[config.mk]
export PLATFORM = sky130hd
export DESIGN_NAME = pipeline_ctrl
export DESIGN_NICKNAME = d
export VERILOG_FILES = /design/src/rtl/pipeline_ctrl.sv
export SDC_FILE = /design/constraint.sdc
export NUM_CORES = 1
export LEC_CHECK = 0
export ABC_CLOCK_PERIOD_IN_PS = 4420
export CAP_MARGIN = 20
export CORE_MARGIN = 10
export CORE_UTILIZATION = 35
export CTS_CLUSTER_SIZE = 25
export DETAILED_ROUTE_END_ITERATION = 12
export GPL_TIMING_DRIVEN = 0
export PLACE_DENSITY_LB_ADDON = 0.15
export RECOVER_POWER = 25
export SYNTH_ARGS = -nofsm -noshare
export SYNTH_HDL_FRONTEND = slang
export SYNTH_SLANG_ARGS = --single-unit
[constraint.sdc]
create_clock -name i_clk -period 4.42 [get_ports i_clk]
set_input_delay 1.326 -clock i_clk [delete_from_list [all_inputs] [get_ports i_clk]]
set_output_delay 1.326 -clock i_clk [all_outputs]
set_load 0.1 [all_outputs]
[src/rtl/pipeline_ctrl.sv]
`default_nettype none
// ============================================================================
//  Module   : pipeline_ctrl
//  Purpose  : Stall/flush/halt sequencer for the 5-stage hart. Merges hazard,
//             redirect and memory-wait inputs into per-stage enables and
//             bubble/flush controls, and runs the RUN/DRAIN/HALTED/TRAP
//             machine that stops fetch and drains on halt or illegal opcode.
//  Options  : PIPELINE_CTRL_PERF_EN - when defined, stall/flush performance
//             counters are built; otherwise both counter outputs are 0.
//  Revision : 1.0 - initial release
// ============================================================================
module pipeline_ctrl #(
   parameter int DRAIN_MAX = 16,
   parameter int CNT_W     = 32
) (
   input  logic             i_clk,
   input  logic             i_rst,
   input  logic             i_ld_use_stall,
   input  logic             i_flush,
   input  logic             i_dec_valid,
   input  logic             i_dec_halt,
   input  logic             i_dec_trap,
   input  logic             i_imem_ready,
   input  logic             i_dmem_busy,
   input  logic             i_wb_halt,
   output logic             o_pc_en,
   output logic             o_if_id_en,
   output logic             o_if_id_flush,
   output logic             o_id_ex_en,
   output logic             o_id_ex_bubble,
   output logic             o_ex_mem_en,
   output logic             o_mem_wb_en,
   output logic [1:0]       o_state,
   output logic             o_halted,
   output logic             o_trap,
   output logic [CNT_W-1:0] o_stall_cnt,
   output logic [CNT_W-1:0] o_flush_cnt
);

   localparam logic [1:0] ST_RUN    = 2'b00;
   localparam logic [1:0] ST_DRAIN  = 2'b01;
   localparam logic [1:0] ST_HALTED = 2'b10;
   localparam logic [1:0] ST_TRAP   = 2'b11;

   localparam int         DW        = (DRAIN_MAX > 2) ? $clog2(DRAIN_MAX) : 1;
   localparam logic [DW-1:0] C_DRAIN_LAST = DW'(DRAIN_MAX - 1);

   logic [1:0]    state_q,  state_d;
   logic          cause_q,  cause_d;
   logic [DW-1:0] drain_q,  drain_d;
   logic          halted_q;
   logic          trap_q;

   logic w_pc_en, w_if_id_en, w_if_id_flush, w_id_ex_en, w_id_ex_bubble;
   logic w_ex_mem_en, w_mem_wb_en;

   // Stage controls and next-state selection from current state and hazards
   always_comb begin
      w_pc_en        = 1'b0;
      w_if_id_en     = 1'b0;
      w_if_id_flush  = 1'b0;
      w_id_ex_en     = 1'b0;
      w_id_ex_bubble = 1'b0;
      w_ex_mem_en    = 1'b0;
      w_mem_wb_en    = 1'b0;
      state_d        = state_q;
      cause_d        = cause_q;
      drain_d        = drain_q;

      case (state_q)
         ST_RUN: begin
            if (i_dmem_busy) begin
               // Full freeze; a pending redirect stays asserted by EX
            end else if (i_flush) begin
               w_pc_en        = 1'b1;
               w_if_id_en     = 1'b1;
               w_if_id_flush  = 1'b1;
               w_id_ex_en     = 1'b1;
               w_id_ex_bubble = 1'b1;
               w_ex_mem_en    = 1'b1;
               w_mem_wb_en    = 1'b1;
            end else if (i_ld_use_stall) begin
               w_id_ex_en     = 1'b1;
               w_id_ex_bubble = 1'b1;
               w_ex_mem_en    = 1'b1;
               w_mem_wb_en    = 1'b1;
            end else if (!i_imem_ready) begin
               w_if_id_en     = 1'b1;
               w_if_id_flush  = 1'b1;
               w_id_ex_en     = 1'b1;
               w_ex_mem_en    = 1'b1;
               w_mem_wb_en    = 1'b1;
            end else begin
               w_pc_en        = 1'b1;
               w_if_id_en     = 1'b1;
               w_id_ex_en     = 1'b1;
               w_ex_mem_en    = 1'b1;
               w_mem_wb_en    = 1'b1;
            end
            // Halt/trap moves into ID/EX this cycle; stop fetch behind it
            if (i_dec_valid && (i_dec_halt || i_dec_trap) && !i_flush && !i_dmem_busy) begin
               state_d = ST_DRAIN;
               cause_d = i_dec_trap;
               drain_d = '0;
            end
         end
         ST_DRAIN: begin
            if (!i_dmem_busy) begin
               if (i_flush) begin
                  // Halt was on the wrong path: redirect and resume fetching
                  w_pc_en        = 1'b1;
                  w_if_id_en     = 1'b1;
                  w_if_id_flush  = 1'b1;
                  w_id_ex_en     = 1'b1;
                  w_id_ex_bubble = 1'b1;
                  w_ex_mem_en    = 1'b1;
                  w_mem_wb_en    = 1'b1;
                  state_d        = ST_RUN;
                  cause_d        = 1'b0;
                  drain_d        = '0;
               end else begin
                  w_id_ex_en     = 1'b1;
                  w_id_ex_bubble = 1'b1;
                  w_ex_mem_en    = 1'b1;
                  w_mem_wb_en    = 1'b1;
                  drain_d        = drain_q + DW'(1);
                  if (i_wb_halt) begin
                     state_d = cause_q ? ST_TRAP : ST_HALTED;
                  end else if (drain_q == C_DRAIN_LAST) begin
                     state_d = ST_TRAP;
                  end
               end
            end
         end
         default: begin
            // HALTED and TRAP hold everything until reset
         end
      endcase
   end

   // Controls are forced idle while reset is held
   assign o_pc_en        = w_pc_en        & i_rst;
   assign o_if_id_en     = w_if_id_en     & i_rst;
   assign o_if_id_flush  = w_if_id_flush  & i_rst;
   assign o_id_ex_en     = w_id_ex_en     & i_rst;
   assign o_id_ex_bubble = w_id_ex_bubble & i_rst;
   assign o_ex_mem_en    = w_ex_mem_en    & i_rst;
   assign o_mem_wb_en    = w_mem_wb_en    & i_rst;
   assign o_state        = state_q;
   assign o_halted       = halted_q;
   assign o_trap         = trap_q;

   // Sequencer state, drain timer and registered status flags
   always_ff @(posedge i_clk or negedge i_rst) begin
      if (!i_rst) begin
         state_q  <= ST_RUN;
         cause_q  <= 1'b0;
         drain_q  <= '0;
         halted_q <= 1'b0;
         trap_q   <= 1'b0;
      end else begin
         state_q  <= state_d;
         cause_q  <= cause_d;
         drain_q  <= drain_d;
         halted_q <= (state_d == ST_HALTED) || (state_d == ST_TRAP);
         trap_q   <= (state_d == ST_TRAP);
      end
   end

`ifdef PIPELINE_CTRL_PERF_EN
   logic [CNT_W-1:0] stall_cnt_q;
   logic [CNT_W-1:0] flush_cnt_q;

   // Count fetch-stalled RUN cycles and accepted redirects; both wrap
   always_ff @(posedge i_clk or negedge i_rst) begin
      if (!i_rst) begin
         stall_cnt_q <= '0;
         flush_cnt_q <= '0;
      end else begin
         if ((state_q == ST_RUN) && !w_pc_en)
            stall_cnt_q <= stall_cnt_q + CNT_W'(1);
         if (i_flush && !i_dmem_busy)
            flush_cnt_q <= flush_cnt_q + CNT_W'(1);
      end
   end

   assign o_stall_cnt = stall_cnt_q;
   assign o_flush_cnt = flush_cnt_q;
`else
   assign o_stall_cnt = '0;
   assign o_flush_cnt = '0;
`endif

endmodule
`default_nettype wire

==> impl_metrics.csv <==
group,metric,value,unit
final_layout,fin_nets,221,
floorplanning,die_area,5502,sq um
clocking,clk_path_buf_depth,2,
global_routing,grtUsageTotal,9.463,%
final_layout,layout_commonest_cell,"buf_4",
floorplanning,die-width,74.18,um
worst_hold_path,hold_start,"drain_q[0]",
route,num_vias,867,
clocking,h-tree-depth,1,
timing,worst_slack,0.3502,ns
timing,report.final.hold_viol_count,0,
timing,rsz0062_at_grt,"no",
global_routing,grt_pass1_vias,868,
timing,period_share,92.08,%
timing,fin_skew,0.0003876,ns
setup_path,end_kind,"output port",
route,wire_per_inst,11.28,um
setup_path,r2r_start,"o_state[0]",
clocking,clkLatencyLatePin,0.26,ns
setup_path,worstReg2RegEnd,"o_trap",
floorplanning,initial_core_util,36.93,%
place,place_area,1555,sq um
timing,slew_headroom,33.67,%
route,avgViaCountPerCell,3.613,
logic_synthesis,yosysWarningCount,0,
setup_path,arrival,2.74,ns
floorplanning,rows,19,
place,finalWeightedCongestion,0.7986,
global_routing,grt_overflow,0,
floorplanning,io_pins,85,
global_routing,grt_max_degree,11,
worst_hold_path,hold_class,"flip-flop to flip-flop",
setup_path,cp_max_fo,10,
place,hpwl,2449,um
logic_synthesis,synthesis.area,1027,sq um
route,dr.pass1.iters,4,
route,first_iter_violations,24,
setup_path,critical_path_class,"primary input to output port",
place,place_inst,236,
global_routing,antenna_found_initial,0,
route,remaining_drc_errors,0,
place,portBuffers,20,
timing,max_freq,245.7,MHz
power,vdd_ir_drop_max,0.0001927,V
worst_hold_path,min_path_cells,1,
timing,min_period,4.070,ns
global_routing,grt_first_pass_wirelength,4181,um
clocking,clk_pin_slew,0.06,ns
setup_path,r2r_slack,2.86,ns
logic_synthesis,yosysSeqAreaShare,21.92,%
logic_synthesis,syn_avg_cell_area,8.420,sq um
power,power.density,295.3,nW/um^2
clocking,ctsHoldBuffers,0,
timing,setup_violations,0,
route,routed_wl,2708,um
timing,maxSlewViolCount,0,
setup_path,setup.worst_path.start_class,"primary input",
setup_path,worstPathRequired,3.09,ns
timing,worstMarginPinSlew,0.9919,ns
clocking,cts.sinks,9,
clocking,cts_resized,39,
final_layout,final_util,55.78,%
timing,worst_hold_slack,0.5190,ns
logic_synthesis,synth_cell_type_count,27,
floorplanning,core_area,2781,sq um
final_layout,layout_common_cells,"buf_4 (70), conb_1 (64), clkdlybuf4s50_1 (12), dfrtp_1 (9), o311ai_0 (5)",
worst_hold_path,holdPathEnd,"drain_q[0]",
route,final_antenna_net_count,0,
final_layout,fin_area,1551,sq um
clocking,cts_tree,"built",
power,leakage,0.9135,nW
setup_path,worst_r2r_path_depth,4,
final_layout,fin_cells,240,
clocking,cts_setup_buffers,0,
final_layout,syn_to_final_growth,51.04,%
job,cap_violations,0,
final_layout,nFillCells,269,
logic_synthesis,synth-seq-cells,9,
status,status,"complete, no violations",
final_layout,num_antenna_cells,0,
place,pre_cts_slack,-0.8294,ns
final_layout,drive_above_1_share,40.67,%
clocking,cts_buffers,3,
logic_synthesis,synthCells,122,
floorplanning,fp.dieH,74.18,um
clocking,root_buffer,"clkbuf_4",
-- where the power goes --
part	total, W	internal, W	switching (W)
logic	0.000310	0.0000489	0.000261
clock network	0.0000643	0.0000348	0.0000295
registers	0.0000839	0.0000830	0.000000871
-- cell usage after synthesis (all sizes together) --
cell,instances,area [sq um]
a31oi,1,6.260
or3b,1,8.760
or2,1,6.260
a21oi,2,10.01
nand3,3,15.01
buf,67,506.7
nor2,4,15.01
o21ai,2,10.01
conb,1,3.750
nand2,4,15.01
o32ai,1,8.760
o22a,1,8.760
o221a,1,11.26
nor3,1,5.000
nor2b,1,6.260
nand2b,2,12.51
ha,1,12.51
dfrtp,9,225.2
or4,1,7.510
clkbuf,1,3.750
nor3b,3,22.52
inv,5,18.77
a21boi,1,7.510
o311ai,5,43.79
o31ai,3,36.28
-- per-stage QoR --
step,TNS [ns],power (W)
after detailed placement,-5.207,0.0003914
final,0,0.0004581
after global placement,-4.988,0.0003908
after floorplan,0,0.0003769
after global routing,0,0.0004721
after CTS,0,0.0004550
-- per-layer routing --
| metal | track usage (%) | vias up | part of all wire [%] |
|---|---|---|---|
| li1 | - | 452 | - |
| met5 | 0 | - | 0 |
| met1 | 9.084 | 366 | 31 |
| met3 | 6.250 | 4 | 17 |
| met4 | 2.692 | 0 | 0.78 |
| met2 | 16.29 | 45 | 51 |
-- flip-flops by register name, indices dropped and copies added (netlist names) --
name / cells
cause_q: 1
drain_q: 4
o_halted: 1
o_trap: 1
o_state: 2
-- area by class of cell --
cell class / instances / area, sq um / area share, %
multi-input combinational: 103 / 561.8 / 36.21
tap: 31 / 38.79 / 2.500
inverter: 5 / 18.77 / 1.210
sequential: 9 / 225.2 / 14.52
clock buffer: 4 / 26.28 / 1.694
timing repair buffer: 20 / 168.9 / 10.89
buffer: 68 / 511.7 / 32.98
-- cells by family (layout without fill, tap and decap cells) --
| kind of cell | Yosys count | after routing | share of synthesized area [%] |
|---|---|---|---|
| buffers and inverters | 73 | 97 | 51.52 |
| AOI/OAI and AO/OA | 17 | 17 | 13.89 |
| adders and majority gates | 1 | 1 | 1.218 |
| other | 1 | 64 | 0.3651 |
| DFF | 9 | 9 | 21.92 |
| and+or+nand+nor | 21 | 21 | 11.08 |
-- worst max-delay path: stages --
cell	delay (ns)
clkdlybuf4s50_1	0.49
clkbuf_2	0.30
inv_1	0.17
a21boi_4	0.15
buf_4	0.30
-- worst max-delay path by stage --
stage | to | from
2_1_floorplan | o_if_id_flush | i_rst
3_3_place_gp | o_if_id_flush | i_rst
3_5_place_dp | o_if_id_flush | i_rst
4_1_cts | o_id_ex_en | i_rst
5_1_grt | o_id_ex_en | i_rst
6_report | o_id_ex_bubble | i_flush
Note: power is estimated with default switching activity, not from simulation.
